===== src/rtl/adc_sample_averager.sv =====
// Averages 2^L signed ADC samples into one sign-extended 32-bit word; 1-cycle latency from the final accepted sample.
// Input is never stalled: samples offered while the output beat is pending are dropped and flagged. Optional macro ADC_AVG_ROUND_EN.
module adc_sample_averager #(
  parameter int SAMPLE_WIDTH = 24,
  parameter int MAX_LOG2_AVG = 8
) (
  input  logic        aclk,
  input  logic        aresetn,
  input  logic        enable,
  input  logic [3:0]  log2_avg,
  input  logic [15:0] packet_len,
  input  logic [31:0] s_axis_tdata,
  input  logic        s_axis_tvalid,
  output logic        s_axis_tready,
  output logic [31:0] m_axis_tdata,
  output logic        m_axis_tvalid,
  input  logic        m_axis_tready,
  output logic        m_axis_tlast,
  output logic        dropped
);

  localparam int ACC_W = SAMPLE_WIDTH + MAX_LOG2_AVG;
  localparam int CNT_W = MAX_LOG2_AVG + 1;
  localparam logic [3:0] MAX_L = 4'(MAX_LOG2_AVG);

  typedef enum logic [1:0] {IDLE, ACCUM, OUTPUT} state_t;

  state_t                   state_q, state_d;
  logic signed [ACC_W-1:0]  acc_q, acc_d;
  logic [CNT_W-1:0]         cnt_q, cnt_d;
  logic [3:0]               l_q, l_d;
  logic [15:0]              plen_q, plen_d;
  logic [15:0]              beat_q, beat_d;
  logic [31:0]              tdata_q, tdata_d;
  logic                     tlast_q, tlast_d;
  logic                     dropped_q, dropped_d;

  logic signed [ACC_W-1:0]  sample_ext;
  logic signed [ACC_W-1:0]  sum;
  logic signed [ACC_W-1:0]  rnd;
  logic signed [ACC_W-1:0]  shifted;
  logic [31:0]              avg_word;
  logic [CNT_W-1:0]         last_cnt;
  logic [3:0]               l_clamped;
  logic                     unused_bits;

  assign sample_ext = ACC_W'($signed(s_axis_tdata[31 -: SAMPLE_WIDTH]));
  assign sum        = acc_q + sample_ext;
`ifdef ADC_AVG_ROUND_EN
  // Half an LSB of the result; evaluates to zero for L=0 so passthrough is exact.
  assign rnd        = (ACC_W'(1) << l_q) >> 1;
`else
  assign rnd        = '0;
`endif
  assign shifted    = (sum + rnd) >>> l_q;
  assign avg_word   = 32'($signed(shifted[SAMPLE_WIDTH-1:0]));
  assign last_cnt   = (CNT_W'(1) << l_q) - CNT_W'(1);
  assign l_clamped  = (log2_avg > MAX_L) ? MAX_L : log2_avg;
  assign unused_bits = ^{s_axis_tdata[31-SAMPLE_WIDTH:0], shifted[ACC_W-1:SAMPLE_WIDTH]};

  always_comb begin
    state_d   = state_q;
    acc_d     = acc_q;
    cnt_d     = cnt_q;
    l_d       = l_q;
    plen_d    = plen_q;
    beat_d    = beat_q;
    tdata_d   = tdata_q;
    tlast_d   = tlast_q;
    dropped_d = dropped_q;
    case (state_q)
      IDLE: begin
        beat_d = '0;
        if (enable) begin
          state_d   = ACCUM;
          l_d       = l_clamped;
          plen_d    = packet_len;
          acc_d     = '0;
          cnt_d     = '0;
          dropped_d = 1'b0;
        end
      end
      ACCUM: begin
        if (!enable) begin
          state_d = IDLE;
          acc_d   = '0;
          cnt_d   = '0;
          beat_d  = '0;
        end else if (s_axis_tvalid) begin
          if (cnt_q == last_cnt) begin
            state_d = OUTPUT;
            tdata_d = avg_word;
            tlast_d = (plen_q != 16'd0) && (beat_q == plen_q - 16'd1);
            acc_d   = '0;
            cnt_d   = '0;
          end else begin
            acc_d = sum;
            cnt_d = cnt_q + CNT_W'(1);
          end
        end
      end
      OUTPUT: begin
        if (s_axis_tvalid) dropped_d = 1'b1;
        if (m_axis_tready) begin
          acc_d  = '0;
          cnt_d  = '0;
          beat_d = tlast_q ? 16'd0 : beat_q + 16'd1;
          if (enable) begin
            state_d = ACCUM;
          end else begin
            state_d = IDLE;
            beat_d  = '0;
          end
        end
      end
      default: state_d = IDLE;
    endcase
  end

  always_ff @(posedge aclk or negedge aresetn) begin
    if (!aresetn) begin
      state_q   <= IDLE;
      acc_q     <= '0;
      cnt_q     <= '0;
      l_q       <= '0;
      plen_q    <= '0;
      beat_q    <= '0;
      tdata_q   <= '0;
      tlast_q   <= 1'b0;
      dropped_q <= 1'b0;
    end else begin
      state_q   <= state_d;
      acc_q     <= acc_d;
      cnt_q     <= cnt_d;
      l_q       <= l_d;
      plen_q    <= plen_d;
      beat_q    <= beat_d;
      tdata_q   <= tdata_d;
      tlast_q   <= tlast_d;
      dropped_q <= dropped_d;
    end
  end

  assign s_axis_tready = (state_q == ACCUM);
  assign m_axis_tvalid = (state_q == OUTPUT);
  assign m_axis_tlast  = tlast_q && (state_q == OUTPUT);
  assign m_axis_tdata  = tdata_q;
  assign dropped       = dropped_q;

endmodule


===== config.mk =====
export PLATFORM = sky130hd
export DESIGN_NAME = adc_sample_averager
export DESIGN_NICKNAME = d
export VERILOG_FILES = /design/src/rtl/adc_sample_averager.sv
export SDC_FILE = /design/constraint.sdc
export NUM_CORES = 1
export LEC_CHECK = 0
export ABC_AREA = 1
export CAP_MARGIN = 15
export CORE_MARGIN = 2
export CORE_UTILIZATION = 37
export DETAILED_ROUTE_END_ITERATION = 7
export GPL_ROUTABILITY_DRIVEN = 0
export GPL_TIMING_DRIVEN = 0
export PLACE_DENSITY = 0.69
export RECOVER_POWER = 50
export SYNTH_ARGS = -nofsm -noshare
export SYNTH_HDL_FRONTEND = slang
export SYNTH_SLANG_ARGS = --single-unit

===== constraint.sdc =====
create_clock -name aclk -period 2.3 [get_ports aclk]
set_input_delay 0.46 -clock aclk [delete_from_list [all_inputs] [get_ports aclk]]
set_output_delay 0.46 -clock aclk [all_outputs]
set_load 0.05 [all_outputs]

==> results.toml <==
[status]
outcome = "finished, violations left"
violations = "negative setup slack"

[drt]
drc_errors = 0
totalWireLength_um = 30800
drtIter0Drc = 808
num_vias = 10135
drtPass1Iterations = 7
via_per_inst = 5.22
ant_nets = 0
wl_per_cell_um = 15.9

[worst_setup_path]
path_cells = "buf_6, inv_6, nor2_4, nand2_4, ha_4, xor2_1, nand3_1, nor3_1, nand3_1, nor2_2, nand2_2, nor2_4, buf_6, nand2_4, inv_2, nand2_1, a21oi_2, nor2_1"
critical-path-slowest-cell = "dfrtp_1"
critPathKind = "reg -> reg"
worstRegToRegCells = 18
cp_top_family = "simple AND/OR/NAND/NOR gates"
cp_num_buf_inv = 4
regToRegSetupSlack_ns = -0.28
crit_arrival_ns = 2.84
crit_required_ns = 2.56
worst-path-max-fanout = 6
timing.rr.end = "m_axis_tdata[19]"
slowest_delay_ns = 0.45
r2r-start = "l_q[0]"
cp-end-kind = "register"
startpoint_type = "register"

[synth]
ys_types = 47
netlist.area_leader.share_pct = 28.9
synth_edf_count = 0
synthTopCellsByArea = "dfrtp_1, nand2_1, nand3_1, inv_1, ha_1"
yosysTopAreaCell = "dfrtp_1"
synth_area_um2 = 9090
avgSynthCellArea_um2 = 6.18
async_flop_share_pct = 100
synthCells = 1471
ys_seq_elements = 105
yosysWarnings = 0
dominantRegCellSynth = "dfrtp_1"
yosysSeqAreaShare_pct = 28.9
syn-num-nets = 1565

[sta]
relSlewSlack_pct = 34.8
timing.final.crit_share_pct = 112
rsz0062_at_grt = "yes"
slew_viol_final = 0
post-route-min-period_ns = 2.58
final.setup.tns_ns = -10.91
worst_slack_ns = -0.276
fin_skew_ns = 0.0126
hold_viol_final = 0
clock.fmax_ghz = 0.388
tightest_slew_ns = 0.978
finalSetupViolCount = 68

[pwr]
ir_drop_mv = 0.604
pwr-share-clk_pct = 11.0
pwr-share-comb_pct = 71.1
internal-power_mw = 6.96
switching_share_pct = 53.7
leakage_nw = 6.36
pwr-share-seq_pct = 17.9
cellPowerDensity_nw_per_um2 = 1200
total_power_mw = 15.0
p_switching_mw = 8.08

[final_layout]
drive_above_1_share_pct = 23.7
fin_area_um2 = 12600
fin_nets = 1706
final_cell_count_no_fill = 1941
antenna-diode-count = 0
flow.area_growth_from_synthesis_pct = 38.4
n_fill_cell = 2356

[die]
initial_core_util_pct = 37.5
ioPinCount = 93
die_y_um = 161
coreArea_um2 = 24200
die-area_um2 = 25900
die_w_um = 161
rows = 57

[placement]
hpwl_um = 22700
dpl_cell_area_um2 = 10400
portBuffers = 84
pre_cts_slack_ns = -1.05
dp.cells = 1880

[cts]
cts_max_path_buffers = 2
clock-sinks = 105
h-tree-depth = 3
cts_made_buffers = 9
insertion_delay_ns = 0.38
clk_transition_reported_paths_ns = 0.08
ctsHoldBuffers = 0
cts_tree = "built"
clockRootBuffer = "clkbuf_16"

[global_route]
grt_start_max_net_pins = 69
grt_remaining_overflow = 0
antenna_found_initial = 0
grt_util_all_layers_pct = 23.3
grt_pass1_vias = 9639
grt_pass1_wl_um = 48300

[worst_hold_path]
min_path_type = "in -> async"

[job]
max_cap_violations = 0
[cell usage in the layout (no fill, tap or decap), types with 7 or more instances in the layout]
cell             Yosys  layout
clkdlybuf4s50_1      0      60
nor3_1              21      18
nand3_1            204     144
nor2_4               1      13
inv_2                3      12
nor2_2               2      24
nand4_1             11      11
ha_4                 0      28
dlymetal6s2s_1       0       7
nand3_2              1      57
clkbuf_1            13       9
buf_4               10      41
nand2_4              1      16
clkbuf_16            0      10
o21ai_0             65      24
o21ai_2              0      34
or2_2               15      11
dfrtp_1            105     104
buf_1               13      13
a21oi_2              0      11
buf_6                3      15
xor2_1              26      23
nand2_2              4      52
inv_1              201     191
xnor2_1             18      15
ha_1                36       7
dlygate4sd2_1        0      15
a21oi_1             40      29
nand2_1            514     450
nor2_1             102      68
[cells in the mapped netlist (4+ instances only)]
library cell and number:
nand2_1 514, nand3_1 204, inv_1 201, dfrtp_1 105, nor2_1 102, o21ai_0 65, a21oi_1 40, ha_1 36
xor2_1 26, nor3_1 21, xnor2_1 18, or2_2 15, buf_1 13, clkbuf_1 13, nand4_1 11, buf_4 10
a21boi_1 6, o211ai_1 6, o22ai_1 6, or2_1 6, buf_2 5, a211oi_1 4, nand2_2 4, nand3b_1 4
[cell type report]
cell class                      instances  area, µm²  area share (%)
Clock inverter                          7       85.1           0.676
Timing Repair Buffer                  130       1250            9.91
Multi-Input combinational cell       1115       6890            54.8
Inverter                              207        798            6.34
Tap cell                              324        405            3.22
Clock buffer                            9        225            1.79
Sequential cell                       105       2630            20.9
Buffer                                 44        305            2.42
[how the worst max path moves through the flow]
stage                                start          endpoint  depth (start not counted)
final                               l_q[0]  m_axis_tdata[19]                         18
after global routing                l_q[0]  m_axis_tdata[19]                         18
after CTS                           l_q[0]  m_axis_tdata[20]                         18
after detailed placement  s_axis_tdata[31]  m_axis_tdata[18]                         17
after global placement             aresetn   m_axis_tdata[3]                          1
after floorplan                     l_q[3]  m_axis_tdata[19]                         19
[per-stage QoR]
step	utilization, %	hold WS (ns)
floorplan	-	0.164
global placement	43.0	0.468
detailed placement	43.1	0.469
CTS	48.6	0.0783
global route	51.9	0.321
finish	51.9	0.226
[logic make-up (layout without fill, tap and decap cells)]
| kind of cell | Yosys count | count (layout) | share of synthesized area, % |
|---|---|---|---|
| simple gates | 892 | 892 | 41.7 |
| buf+inv | 251 | 397 | 11.1 |
| compound gates | 142 | 142 | 8.89 |
| flops | 105 | 105 | 28.9 |
| xor+xnor | 44 | 44 | 4.24 |
| fa+ha+maj | 37 | 37 | 5.17 |
[flip-flops by register name, indices dropped and copies added (netlist names)]
register	cells
acc_q	32
beat_q	16
cnt_q	9
dropped	1
l_q	4
m_axis_tdata	24
plen_q	16
state_q	2
tlast_q	1
[per-layer routing]
metal	vias up	track usage [%]	wire length, µm
met2	351	39.2	14600
li1	4961	-	-
met5	-	0	0
met1	4731	30.5	13200
met3	92	3.23	1830
met4	0	8.73	1160
[repair_timing]
| action | CTS | global route |
|---|---|---|
| endpoints found under the hold margin | 0 | 0 |
| setup buffers | 22 | 20 |
| setup endpoints to repair | 82 | 77 |
| pin swaps | 45 | 39 |
| gates cloned | 3 | 0 |
| resized for setup | 236 | 179 |
[power by group through the flow]
stage / Sequential, mW / Combinational, mW / Clock (mW)
final: 2.69 / 10.7 / 1.65
after global routing: 2.74 / 11.7 / 1.76
after CTS: 2.66 / 9.33 / 1.68
after detailed placement: 2.62 / 7.94 / 0
after global placement: 2.61 / 7.81 / 0
after floorplan: 2.54 / 5.89 / 0
(Power assumes the default switching activity.)
